<file path="config.mk">
export PLATFORM = sky130hd
export DESIGN_NAME = vslide_seq
export DESIGN_NICKNAME = d
export VERILOG_FILES = /design/src/rtl/vslide_seq.sv
export SDC_FILE = /design/constraint.sdc
export NUM_CORES = 1
export LEC_CHECK = 0
export BUFFER_PORTS_ARGS = -buffer_cell sky130_fd_sc_hd__buf_2
export CAP_MARGIN = 20
export CORE_MARGIN = 4
export CORE_UTILIZATION = 50
export DETAILED_ROUTE_END_ITERATION = 12
export PLACE_DENSITY_LB_ADDON = 0.15
export SLEW_MARGIN = 20
export SYNTH_ARGS = -nofsm -noshare
export SYNTH_HDL_FRONTEND = slang
export SYNTH_SLANG_ARGS = --single-unit
</file>
<file path="constraint.sdc">
create_clock -name clk -period 14.9 [get_ports clk]
set_input_delay 0.745 -clock clk [delete_from_list [all_inputs] [get_ports clk]]
set_output_delay 0.745 -clock clk [all_outputs]
set_load 0.01 [all_outputs]
</file>
<file path="src/rtl/vslide_seq.sv">
// rtl/vslide_seq.sv - slide1up/slide1down command sequencer: issues source word reads, emits ordered slide beats
// Optional stall counter output perf_stall_cnt enabled by `define VSLIDE_SEQ_PERF_EN.
module vslide_seq #(
    parameter int REQ_DATA_WIDTH    = 64,
    parameter int REQ_ADDR_WIDTH    = 32,
    parameter int REQ_BYTE_EN_WIDTH = 8,
    parameter int SHIFT_WIDTH       = 3,
    parameter int VL_WIDTH          = 12
) (
    input  logic                         clk,
    input  logic                         rst,
    input  logic                         cmd_valid,
    output logic                         cmd_ready,
    input  logic                         cmd_opsel,
    input  logic                         cmd_insert,
    input  logic [1:0]                   cmd_sew,
    input  logic [VL_WIDTH-1:0]          cmd_vl,
    input  logic [VL_WIDTH-1:0]          cmd_off,
    input  logic [REQ_ADDR_WIDTH-1:0]    cmd_src_addr,
    input  logic [REQ_ADDR_WIDTH-1:0]    cmd_dst_addr,
    input  logic [REQ_DATA_WIDTH-1:0]    cmd_scalar,
    output logic                         rd_req_valid,
    input  logic                         rd_req_ready,
    output logic [REQ_ADDR_WIDTH-1:0]    rd_req_addr,
    input  logic                         rd_resp_valid,
    input  logic [REQ_DATA_WIDTH-1:0]    rd_resp_data,
    output logic                         sl_valid,
    output logic [REQ_DATA_WIDTH-1:0]    sl_vec0,
    output logic [REQ_DATA_WIDTH-1:0]    sl_vec1,
    output logic [SHIFT_WIDTH-1:0]       sl_shift,
    output logic                         sl_start,
    output logic                         sl_end,
    output logic                         sl_opsel,
    output logic                         sl_insert,
    output logic [REQ_ADDR_WIDTH-1:0]    sl_addr,
    output logic [REQ_BYTE_EN_WIDTH-1:0] sl_be,
    output logic [VL_WIDTH-1:0]          sl_off,
    output logic                         done
`ifdef VSLIDE_SEQ_PERF_EN
    ,
    output logic [31:0]                  perf_stall_cnt
`endif
);
    // Byte count needs 3 extra bits so vl << 3 never wraps.
    localparam int TB_W = VL_WIDTH + 3;

    typedef enum logic [1:0] {IDLE, ISSUE, DRAIN, DONE} state_t;
    state_t state, state_next;

    logic                         opsel_q, insert_q;
    logic [SHIFT_WIDTH-1:0]       shift_q;
    logic [VL_WIDTH-1:0]          off_q;
    logic [REQ_ADDR_WIDTH-1:0]    src_q, dst_q;
    logic [REQ_DATA_WIDTH-1:0]    scalar_q;
    logic [TB_W-1:0]              nbeats_q, req_cnt, resp_cnt;
    logic [REQ_BYTE_EN_WIDTH-1:0] last_be_q;

    logic                         accept, req_pending, req_fire, resp_take, last_resp;
    logic [TB_W-1:0]              total_bytes, nbeats_in;
    logic [SHIFT_WIDTH-1:0]       rem, shift_in;
    logic [REQ_BYTE_EN_WIDTH-1:0] last_be_in;

    assign accept      = cmd_valid & cmd_ready;
    assign total_bytes = TB_W'(cmd_vl) << cmd_sew;
    assign rem         = total_bytes[SHIFT_WIDTH-1:0];
    assign nbeats_in   = (total_bytes >> SHIFT_WIDTH) + TB_W'(rem != '0);
    assign req_pending = (state == ISSUE) && (req_cnt < nbeats_q);
    assign req_fire    = req_pending & rd_req_ready;
    assign resp_take   = rd_resp_valid && ((state == ISSUE) || (state == DRAIN)) && (resp_cnt < nbeats_q);
    assign last_resp   = (resp_cnt == nbeats_q - TB_W'(1));

    always_comb begin
        last_be_in = '0;
        for (int i = 0; i < REQ_BYTE_EN_WIDTH; i++)
            last_be_in[i] = (rem == '0) || (i < int'(rem));
    end

    // A shift of 0 stands for a full 8-byte element.
    always_comb begin
        case (cmd_sew)
            2'd0:    shift_in = SHIFT_WIDTH'(1);
            2'd1:    shift_in = SHIFT_WIDTH'(2);
            2'd2:    shift_in = SHIFT_WIDTH'(4);
            default: shift_in = '0;
        endcase
    end

    always_comb begin
        state_next   = state;
        cmd_ready    = 1'b0;
        rd_req_valid = 1'b0;
        rd_req_addr  = '0;
        done         = 1'b0;
        case (state)
            IDLE: begin
                cmd_ready = 1'b1;
                if (cmd_valid)
                    state_next = (cmd_vl != '0) ? ISSUE : DONE;
            end
            ISSUE: begin
                rd_req_valid = req_pending;
                if (req_pending)
                    rd_req_addr = src_q + REQ_ADDR_WIDTH'(req_cnt);
                if (req_fire && (req_cnt == nbeats_q - TB_W'(1)))
                    state_next = DRAIN;
            end
            DRAIN: begin
                if (resp_cnt == nbeats_q)
                    state_next = DONE;
            end
            DONE: begin
                done       = 1'b1;
                state_next = IDLE;
            end
            default: state_next = IDLE;
        endcase
    end

    always_ff @(posedge clk or posedge rst) begin
        if (rst) begin
            state     <= IDLE;
            opsel_q   <= 1'b0;
            insert_q  <= 1'b0;
            shift_q   <= '0;
            off_q     <= '0;
            src_q     <= '0;
            dst_q     <= '0;
            scalar_q  <= '0;
            nbeats_q  <= '0;
            last_be_q <= '0;
            req_cnt   <= '0;
            resp_cnt  <= '0;
        end else begin
            state <= state_next;
            if (accept) begin
                opsel_q   <= cmd_opsel;
                insert_q  <= cmd_insert;
                shift_q   <= shift_in;
                off_q     <= cmd_off;
                src_q     <= cmd_src_addr;
                dst_q     <= cmd_dst_addr;
                scalar_q  <= cmd_scalar;
                nbeats_q  <= nbeats_in;
                last_be_q <= last_be_in;
                req_cnt   <= '0;
                resp_cnt  <= '0;
            end else begin
                if (req_fire)
                    req_cnt <= req_cnt + TB_W'(1);
                if (resp_take)
                    resp_cnt <= resp_cnt + TB_W'(1);
            end
        end
    end

    // Beat bundle is fully zeroed on idle cycles so downstream can ignore sl_valid gating.
    always_ff @(posedge clk or posedge rst) begin
        if (rst) begin
            sl_valid  <= 1'b0;
            sl_vec0   <= '0;
            sl_vec1   <= '0;
            sl_shift  <= '0;
            sl_start  <= 1'b0;
            sl_end    <= 1'b0;
            sl_opsel  <= 1'b0;
            sl_insert <= 1'b0;
            sl_addr   <= '0;
            sl_be     <= '0;
            sl_off    <= '0;
        end else if (resp_take) begin
            sl_valid  <= 1'b1;
            sl_vec0   <= rd_resp_data;
            sl_vec1   <= scalar_q;
            sl_shift  <= shift_q;
            sl_start  <= (resp_cnt == '0);
            sl_end    <= last_resp;
            sl_opsel  <= opsel_q;
            sl_insert <= insert_q;
            sl_addr   <= dst_q + REQ_ADDR_WIDTH'(resp_cnt);
            sl_be     <= last_resp ? last_be_q : {REQ_BYTE_EN_WIDTH{1'b1}};
            sl_off    <= off_q;
        end else begin
            sl_valid  <= 1'b0;
            sl_vec0   <= '0;
            sl_vec1   <= '0;
            sl_shift  <= '0;
            sl_start  <= 1'b0;
            sl_end    <= 1'b0;
            sl_opsel  <= 1'b0;
            sl_insert <= 1'b0;
            sl_addr   <= '0;
            sl_be     <= '0;
            sl_off    <= '0;
        end
    end

`ifdef VSLIDE_SEQ_PERF_EN
    always_ff @(posedge clk or posedge rst) begin
        if (rst)
            perf_stall_cnt <= '0;
        else if (accept)
            perf_stall_cnt <= '0;
        else if (req_pending && !rd_req_ready && (perf_stall_cnt != 32'hFFFF_FFFF))
            perf_stall_cnt <= perf_stall_cnt + 32'd1;
    end
`endif
endmodule

</file>
# After elaboration in Yosys (flattened, before gate mapping)

Cells that the tools add are included.
W data, S select, Z words.

$add $sub $neg: 6
Order comparisons: 9
Eq/ne operators: 11
Shifts and indexed selects: 1
Multiplexer cells: 27
Bitwise gates (word level): 2
Reductions and logical operators: 21

Operators with widths:

| kind                    | number |
|---|---|
| $mux W64                | 2 |
| $mux W32                | 3 |
| $add A32 B15 Y32        | 2 |
| $mux W15                | 4 |
| $eq A15 B15 Y1          | 3 |
| $add A15 B1 Y15 const B | 2 |
| $lt A15 B15 Y1          | 2 |
| $mux W8                 | 2 |
| $logic_not A15 Y1       | 1 |
| $shl A12 B2 Y15         | 1 |
| $sub A15 B1 Y15 const B | 1 |
| $add A12 B1 Y13         | 1 |
| $mux W12                | 1 |
| $reduce_bool A12 Y1     | 1 |
| $lt A3 B3 Y1 const A    | 3 |
| $pmux W3 S3             | 1 |
| $logic_or A1 B1 Y1      | 8 |
| $mux W1                 | 8 |
| $mux W2                 | 4 |
| $pmux W2 S4             | 1 |
| $eq A2 B2 Y1 const B    | 3 |
| $lt A1 B3 Y1 const A    | 2 |
| $lt A2 B3 Y1 const A    | 2 |
| $eq A2 B1 Y1 const B    | 2 |
| 10 further kinds        | 17 |

Flip-flop bits (word level): 388
Input bits: 225
Output and inout bits: 223

# Depth between registers and ports, before layout

Gate-level depths: netlist of the first run.

Depth in word-level cells: 6
Gate-level depth with buffers: 12

# Worst setup path after synthesis of the first run

No wires, ideal clock.

Kind: register to output
From: register req_cnt[3]
To: output port rd_req_addr[23]
Data arrival time: 2.498 ns
Data required time: 14.155 ns
Setup slack: 11.657 ns
Cell stages (with the launch flop): 10
Cells stage by stage: dfrtp_1 -> ha_1 -> o21ai_0 -> o211ai_1 -> nand2_1 -> o31ai_1 -> a41oi_1 -> clkbuf_1 -> or3_1 -> a21oi_1

Word-level cells in the longest chain between the ends: 4
Elaborated cells between the ends (all ways): 5
Those cells by class: 1 x add/sub; 1 x order compare; 2 x mux; 1 x reduce/logical

Ends and longest elaborated chain:

| item                                                     | line | text |
|---|---|---|
| start: declaration                                       | 55   | `logic [TB_W-1:0] nbeats_q, req_cnt, resp_cnt;` |
| start signal: assignment                                 | 149  | `req_cnt <= req_cnt + TB_W'(1);` |
| branches (longest 2 deep; another with $add A32 B15 Y32) | -    |  |
| $mux W32 (*)                                             | 102  | `if (req_pending)` |
| $mux W32 (*)                                             | 94   | `case (state)` |
| end: declaration                                         | 24   | `output logic [REQ_ADDR_WIDTH-1:0] rd_req_addr,` |

Mark *: on every way between the ends.

# Final worst setup path of the first run

From: register req_cnt[3]
To: output port rd_req_addr[31]

The elaborated chain is that of the path after synthesis.

==> metrics.log, run 1 <==
INFO  metric post_synth_main_area_contributors = sky130_fd_sc_hd__dfrtp_1 54%, sky130_fd_sc_hd__nand2_1 10%, sky130_fd_sc_hd__and2_1 5.5%
INFO  metric layout.core_utilization = 0.621
INFO  metric ctsResizeCount = 0
INFO  metric rr_endpoint = resp_cnt[0]
INFO  metric worst-slew-pin-transition = 1.02 ns
INFO  metric cts_tree = built
INFO  metric finalCritPeriodShare = 0.307
INFO  metric height_of_the_die = roughly 200 um
INFO  metric worst_reg2reg_setup_slack = 10.83 ns
INFO  metric groute.usage.overall = 0.243
INFO  metric dr_total_vias = 14.5k
INFO  metric power_density_over_the_cells = 108 mW/mm^2
INFO  metric critPathCapture = rd_req_addr[31]
INFO  metric vdd_ir_max = 122 uV
INFO  metric async_flop_share = 1.00
INFO  metric post_cts_hold_buffer_count = 0
INFO  metric startpoint_type = flop
INFO  metric setup_tns = 0 ns
INFO  metric clock_latency = 0.56 ns
INFO  metric place_worst_setup_slack = 10.81 ns
INFO  metric syn-instance-count = 1847
INFO  metric finalSetupViolCount = 0
INFO  metric critPathArrivalTime = ~3.8 ns
INFO  metric setup_repair_after_global_routing_missed_its_margin = no
INFO  metric post_cts_buffers = 0
INFO  metric die_area = 0.0392 sq mm
INFO  metric pwr-share-clk = 0.461
INFO  metric antenna_found_initial = 2
INFO  metric headroom_to_the_max_slew_limit = 0.315
INFO  metric worst_slack = 10.32 ns
INFO  metric first_pass_grt_wire_length = slightly below 80 mm
INFO  metric port_buffers = 447
INFO  metric status = finished clean
INFO  metric post-route-drc-count = 0
INFO  metric htreeDepth = 2
INFO  metric synth_fp_nets = about 2.1k
INFO  metric drt-vias-per-instance = 5.27
INFO  metric path_max_fanout = 14
INFO  metric sequentialPowerShare = 0.459
INFO  metric clock-sinks = a little under 400
INFO  metric clock_skew = roughly 0.014 ns
INFO  metric synth.most_common_cell = sky130_fd_sc_hd__nand2_1
INFO  metric floorplan.initialDensity = 0.508
INFO  metric synth_top_flop_cell = sky130_fd_sc_hd__dfrtp_1
INFO  metric postRouteWirelength = 48.7 mm
INFO  metric combPwrFrac = 0.080
INFO  metric critical-path-max-stage-delay = between 0.5 and 0.6 ns
INFO  metric maxCapViolations = 0
INFO  metric nFillCells = 3064
INFO  metric rr_startpoint = nbeats_q[2]
INFO  metric maxSlewViolCount = 0
INFO  metric total_grt_overflow = 0
INFO  metric cts.clk_slew.worst_paths = around 0.060 ns
INFO  metric drive_gt1_frac = 0.247
INFO  metric synth_top_area_share = 0.535
INFO  metric final.hold.worst_slack = 0.312 ns
INFO  metric timing.final.crit_period = between 4 and 5 ns
INFO  metric horizontal_die_dimension = 198 um
INFO  metric firstDrtPassIters = 5
INFO  metric cts_max_path_buffers = 3
INFO  metric drt.antenna.violating_nets = 0
INFO  metric worstSetupEndpointType = output pin
INFO  metric place_hpwl = around 35 mm
INFO  metric area_of_the_mapped_netlist = 0.0181 sq mm
INFO  metric tritoncts.num_buffers = 41
INFO  metric cp_cell_sequence = ha_1 > o21ai_0 > o211ai_1 > nand2_1 > o31ai_1 > a41oi_1 > or4_1 > a21oi_1 > buf_2
INFO  metric critical_path.slowest_cell = sky130_fd_sc_hd__or4_1
INFO  metric sw_share = 0.236
INFO  metric num-nets-final = ~2.6k
INFO  metric gpl.final_weighted_congestion = ~0.89
INFO  metric cts-root-buf = sky130_fd_sc_hd__clkbuf_16
INFO  metric core_region = around 0.036 sq mm
INFO  metric timing.critical_path.from = req_cnt[3]
INFO  metric timing_worst_setup_path_type = flop to output pin
INFO  metric hold_violations = 0
INFO  metric layout-area-overhead-vs-synth = 22.3%
INFO  metric required = 14.16 ns
INFO  metric synth_area_leader_cell = sky130_fd_sc_hd__dfrtp_1
INFO  metric power.static_leakage = 11.8 nW
INFO  metric leading_post_synthesis_cells_by_instance_count = 487 x sky130_fd_sc_hd__nand2_1, 386 x sky130_fd_sc_hd__dfrtp_1, 159 x sky130_fd_sc_hd__and2_1
INFO  metric cellInternalPower = 1.83 mW
INFO  metric synth_enable_flop_cells = 0
INFO  metric yosysUniqueCellTypes = 74
INFO  metric count_of_yosys_warnings_during_synthesis = 0
INFO  metric timing.hold.worst.class = input port to asynchronous set/reset pin
INFO  metric max_clock_freq = about 220 MHz
INFO  metric grt_pass1_vias = about 15k
INFO  metric std_cell_rows = 69
INFO  metric finalPower = 2.39 mW
INFO  metric wire_per_inst = 17.7 um
INFO  metric drt_iter0_drc = 915
INFO  metric yosysSeqAreaShare = 0.535
INFO  metric number_of_i_o_pins = 448
INFO  metric netSwitchingPower = 0.564 mW
INFO  metric pin_count_of_the_biggest_net_entering_global_routing = 104
INFO  metric synth.ff_latch_count = just under 400
INFO  metric register_to_register_path_depth = 12
INFO  metric syn-mean-instance-area = 9.77 sq um
-- sequential cells by signal (all words and copies together) (netlist names), 2 cells and up --
signal     cells
scalar_q      64
sl_vec0       64
sl_vec1       64
dst_q         32
sl_addr       32
src_q         32
req_cnt       15
resp_cnt      15
nbeats_q      13
off_q         12
sl_off        12
last_be_q      8
sl_be          8
shift_q        3
sl_shift       3
state          2
-- cells in the final DEF, fill, tap and decap left out, drive strengths merged, types with 6 or more instances in the layout --
master / netlist / routed
ha: 66 / 66
inv: 43 / 47
nand4: 25 / 25
or3: 21 / 21
nor4: 25 / 25
nor3: 19 / 19
o21ai: 64 / 64
xnor2: 58 / 58
clkinv: 0 / 9
a21oi: 51 / 51
mux2: 6 / 6
o31ai: 11 / 11
a21o: 17 / 17
clkbuf: 80 / 54
dfrtp: 386 / 386
nor2: 91 / 91
mux4: 7 / 7
o211ai: 12 / 12
nand2: 487 / 487
a211oi: 15 / 15
o21a: 18 / 18
xor2: 24 / 24
mux2i: 10 / 10
nor2b: 7 / 7
a31oi: 9 / 9
and3: 14 / 14
or4: 15 / 15
nor4b: 7 / 7
bufinv: 0 / 7
buf: 13 / 459
and2: 159 / 159
nand3: 24 / 24
-- stage by stage --
| stage | instance area (sq um) | cells |
|---|---|---|
| 2_1_floorplan | 18100 | 1847 |
| 3_3_place_gp | 20600 | 2673 |
| 3_5_place_dp | 20600 | 2673 |
| 4_1_cts | 22000 | 2748 |
| 5_1_grt | 22100 | 2752 |
| 6_report | 22100 | 2752 |
-- per-layer routing --
layer  part of all wire  track usage  vias up
met4              0.029       0.0699        0
met1               0.42        0.321     6982
li1                   -            -     7013
met5                  0            0        -
met2               0.49        0.414      409
met3              0.058       0.0468       90
-- how the worst min path moves through the flow --
| stage | startpoint | end | depth (start not counted) |
|---|---|---|---|
| finish | rst | sl_vec0[36] | 2 |
| global route | cmd_scalar[17] | scalar_q[17] | 3 |
| CTS | rst | sl_vec0[36] | 2 |
| detailed placement | scalar_q[6] | scalar_q[6] | 2 |
| global placement | scalar_q[8] | scalar_q[8] | 2 |
| floorplan | last_be_q[0] | last_be_q[0] | 1 |
-- critical path, delay by kind of cell (launching register included) --
kind	cells	cell delay, ns
compound gates	5	1.59
simple gates	2	0.70
flops	1	0.48
fa+ha+maj	1	0.38
buf+inv	1	0.14
-- power by group through the flow --
stage / Sequential, mW / Clock (mW) / Combinational, mW
floorplan: 1.11 / 0 / 0.110
global placement: 1.12 / 0 / 0.191
detailed placement: 1.12 / 0 / 0.194
CTS: 1.10 / 1.13 / 0.195
global route: 1.10 / 1.17 / 0.218
finish: 1.10 / 1.10 / 0.192
-- layout make-up --
cell class / count / area, sq um / area share
flip-flops and latches: 386 / 9660 / 0.438
multi-input cells: 1325 / 7850 / 0.356
repair buffers: 460 / 2340 / 0.106
clock buffers: 53 / 1160 / 0.0527
well taps: 461 / 577 / 0.0261
clock inverters: 22 / 305 / 0.0138
inverters: 43 / 171 / 0.00777
diodes: 2 / 5.00 / 0.000227
-- kinds of logic (layout without fill, tap and decap cells) --
group | Yosys count | after routing | synth area share
XOR/XNOR | 83 | 83 | 0.0414
flip-flops | 386 | 386 | 0.535
AND/OR/NAND/NOR | 913 | 913 | 0.241
AO/OA/AOI/OAI | 238 | 238 | 0.0861
buffers and inverters | 136 | 578 | 0.0309
adder cells (fa/ha/maj) | 68 | 68 | 0.0480
other | 0 | 2 | 0
multiplexers | 23 | 23 | 0.0180
No activity file was read; power rests on OpenSTA's default activity.
==> inputs of run 2 (changes only) <==
--- a/config.mk
+++ b/config.mk
@@ -8,7 +8,7 @@
 export BUFFER_PORTS_ARGS = -buffer_cell sky130_fd_sc_hd__buf_2
 export CAP_MARGIN = 20
 export CORE_MARGIN = 4
-export CORE_UTILIZATION = 50
+export CORE_UTILIZATION = 49
 export DETAILED_ROUTE_END_ITERATION = 12
 export PLACE_DENSITY_LB_ADDON = 0.15
 export SLEW_MARGIN = 20
==> constraint.sdc (replaced) <==
create_clock -name clk -period 3.9 [get_ports clk]
set_input_delay 0.195 -clock clk [delete_from_list [all_inputs] [get_ports clk]]
set_output_delay 0.195 -clock clk [all_outputs]
set_load 0.01 [all_outputs]
==> run 2 against run 1 <==
Critical path depth unchanged; largest power group is now the clock network; first-iteration DRC count decreased by 22%; utilization increased by 5.1 points.
==> metrics.log, run 2 (same netlist as run 1, synthesis figures left out) <==
INFO  metric status = finished clean (unchanged)
INFO  metric firstDrtPassIters = 5 (unchanged)
INFO  metric first_pass_grt_wire_length = 83.0 mm (was 77.1 mm)
INFO  metric headroom_to_the_max_slew_limit = 0.301 (was 0.315)
INFO  metric cts-root-buf = sky130_fd_sc_hd__clkbuf_16 (unchanged)
INFO  metric placed_cells = 2695 (was 2673)
INFO  metric maxCapViolations = 0 (unchanged)
INFO  metric vdd_ir_max = 337 uV (was 122 uV)
INFO  metric layout-area-overhead-vs-synth = 35.5% (was 22.3%)
INFO  metric power_density_over_the_cells = 385 mW/mm^2 (was 108 mW/mm^2)
INFO  metric finalCritPeriodShare = 0.933
INFO  metric drive_gt1_frac = 0.235 (was 0.247)
INFO  metric htreeDepth = 2 (unchanged)
INFO  metric worst_slack = 0.263 ns (was 10.32 ns)
INFO  metric global_route.usage.met1 = 0.328 (was 0.321)
INFO  metric mostFrequentLayoutCell = sky130_fd_sc_hd__nand2_1 (unchanged)
INFO  metric rr_startpoint = nbeats_q[2] (unchanged)
INFO  metric wire_per_inst = 17.9 um (was 17.7 um)
INFO  metric power.static_leakage = 12.8 nW (was 11.8 nW)
INFO  metric worst_reg2reg_setup_slack = 0.60 ns (was 10.83 ns)
INFO  metric drt.antenna.violating_nets = 0 (unchanged)
INFO  metric required = 3.70 ns (was 14.16 ns)
INFO  metric timing.final.crit_period = 3.64 ns
INFO  metric core_region = 0.0364 sq mm (was 0.0356 sq mm)
INFO  metric clock_latency = 0.56 ns (about the same)
INFO  metric hold_violations = 0 (unchanged)
INFO  metric worstHoldPathCells = 3
INFO  metric num-nets-final = 2775 (was 2550)
INFO  metric die_area = 0.0400 sq mm (was 0.0392 sq mm)
INFO  metric path_max_fanout = 14 (unchanged)
INFO  metric height_of_the_die = 200 um (was 198 um)
INFO  metric postRouteWirelength = 53.5 mm (was 48.7 mm)
INFO  metric worstSetupEndpointType = output pin (unchanged)
INFO  metric port_buffers = 447 (unchanged)
INFO  metric gpl.final_weighted_congestion = 0.895 (was 0.887)
INFO  metric finalSetupViolCount = 0 (unchanged)
INFO  metric setup_repair_after_global_routing_missed_its_margin = no (unchanged)
INFO  metric holdCritStartpoint = cmd_vl[0]
INFO  metric clock_skew = 0.0127 ns (was 0.0144 ns)
INFO  metric drt_iter0_drc = 714 (was 915)
INFO  metric maxSlewViolCount = 0 (unchanged)
INFO  metric register_to_register_path_depth = 10 (was 12)
INFO  metric cts_max_path_buffers = 3 (unchanged)
INFO  metric mostFrequentLayoutCells = 486 x sky130_fd_sc_hd__nand2_1, 447 x sky130_fd_sc_hd__buf_2, 384 x sky130_fd_sc_hd__dfrtp_1 (was 486 x sky130_fd_sc_hd__nand2_1, 447 x sky130_fd_sc_hd__buf_2, 386 x sky130_fd_sc_hd__dfrtp_1)
INFO  metric max_clock_freq = 275 MHz
INFO  metric critPathArrivalTime = 3.44 ns (was 3.84 ns)
INFO  metric cts_tree = built (unchanged)
INFO  metric grt_pass1_vias = 15.8k (was 14.6k)
INFO  metric dr_total_vias = 15.7k (was 14.5k)
INFO  metric nFillCells = 2777 (was 3064)
INFO  metric floorplan.initialDensity = 0.496 (was 0.508)
INFO  metric min_delay_worst_endpoint = last_be_q[2]
INFO  metric number_of_i_o_pins = 448 (unchanged)
INFO  metric globalRouteMet2Util = 0.437 (was 0.414)
INFO  metric grt_util_met3 = 0.0440 (was 0.0468)
INFO  metric horizontal_die_dimension = 200 um (was 198 um)
INFO  metric largest_registers = scalar_q (64), sl_vec0 (64), sl_vec1 (64) (unchanged)
INFO  metric post-route-drc-count = 0 (unchanged)
INFO  metric startpoint_type = flop (unchanged)
INFO  metric cts.clk_slew.worst_paths = 0.06 ns (about the same)
INFO  metric total_grt_overflow = 0 (unchanged)
INFO  metric place_hpwl = 35.5 mm (was 34.6 mm)
INFO  metric timing.hold.worst.class = input port to flop (was input port to asynchronous set/reset pin)
INFO  metric drt-vias-per-instance = 5.25 (was 5.27)
INFO  metric top_usage_layer = met2 (unchanged)
INFO  metric groute.usage.overall = 0.258 (was 0.243)
INFO  metric timing_worst_setup_path_type = flop to output pin (unchanged)
INFO  metric post_layout_nonfiller_instances = 2988 (was 2752)
INFO  metric layout.core_utilization = 0.672 (was 0.621)
INFO  metric rr_endpoint = sl_vec1[3] (was resp_cnt[0])
INFO  metric place_worst_setup_slack = 0.596 ns (was 10.81 ns)
INFO  metric clock-sinks = 386 (unchanged)
INFO  metric tritoncts.num_buffers = 42 (was 41)
INFO  metric pin_count_of_the_biggest_net_entering_global_routing = 119 (was 104)
INFO  metric worst-slew-pin-transition = 1.04 ns (was 1.02 ns)
INFO  metric antenna_found_initial = 2 (unchanged)
INFO  metric std_cell_rows = 70 (was 69)
## run 2: layout make-up
cell class	instances	area, sq um	area share
flip-flops and latches	386	9660	0.395
well taps	468	586	0.0239
multi-input cells	1325	7880	0.322
inverters	43	168	0.00685
clock inverters	20	259	0.0106
clock buffers	57	1240	0.0506
repair buffers	684	4660	0.190
diodes	5	12.5	0.000511
## run 2: repair_timing
| item | in CTS | in global routing |
|---|---|---|
| pin swaps | 0 | 1 |
| setup buffers | 0 | 1 |
| setup endpoints to repair | 1 | 27 |
| gates cloned | 0 | 0 |
| endpoints found under the hold margin | 243 | 0 |
| hold buffers | 209 | 0 |
| resized for setup | 1 | 6 |
## run 2: power breakdown
group | internal (mW) | switching [mW] | total (mW)
clock | 2.57 | 1.68 | 4.25
combinational | 0.483 | 0.500 | 0.983
sequential | 4.09 | 0.0848 | 4.17
## run 2: critical path: stages (launching register included)
cell and delay [ns]:
sky130_fd_sc_hd__dfrtp_1 0.47, sky130_fd_sc_hd__ha_1 0.37, sky130_fd_sc_hd__o21ai_0 0.12, sky130_fd_sc_hd__o211ai_1 0.25, sky130_fd_sc_hd__nand2_1 0.15, sky130_fd_sc_hd__o31ai_2 0.49, sky130_fd_sc_hd__a41oi_4 0.28, sky130_fd_sc_hd__or4_1 0.46
sky130_fd_sc_hd__a21oi_1 0.16, sky130_fd_sc_hd__buf_2 0.15
## run 2: how the worst max path moves through the flow
stage	start	to	slack, ns
3_5_place_dp	req_cnt[3]	rd_req_addr[31]	0.60
3_3_place_gp	req_cnt[3]	rd_req_addr[31]	0.68
4_1_cts	req_cnt[3]	rd_req_addr[31]	0.08
2_1_floorplan	rst	dst_q[0]	-1.48
6_report	req_cnt[3]	rd_req_addr[31]	0.26
5_1_grt	nbeats_q[8]	rd_req_addr[17]	0.002
## run 2: layer usage
metal / share of wire / up-vias / wire [um]
met5: 0 / - / 0
met4: 0.041 / 0 / 2200
met3: 0.056 / 132 / 3020
met2: 0.50 / 538 / 26700
met1: 0.40 / 7533 / 21600
li1: - / 7472 / -
## run 2: through the flow
step	power (mW)	hold slack, ns	TNS, ns	cell area, sq um
floorplan	4.68	0.300	-573.19	18100
global placement	5.02	0.384	0	20800
detailed placement	5.05	0.387	0	20800
CTS	9.48	0.000958	0	24400
global route	9.77	0.0522	0	24500
finish	9.41	0.0421	0	24500
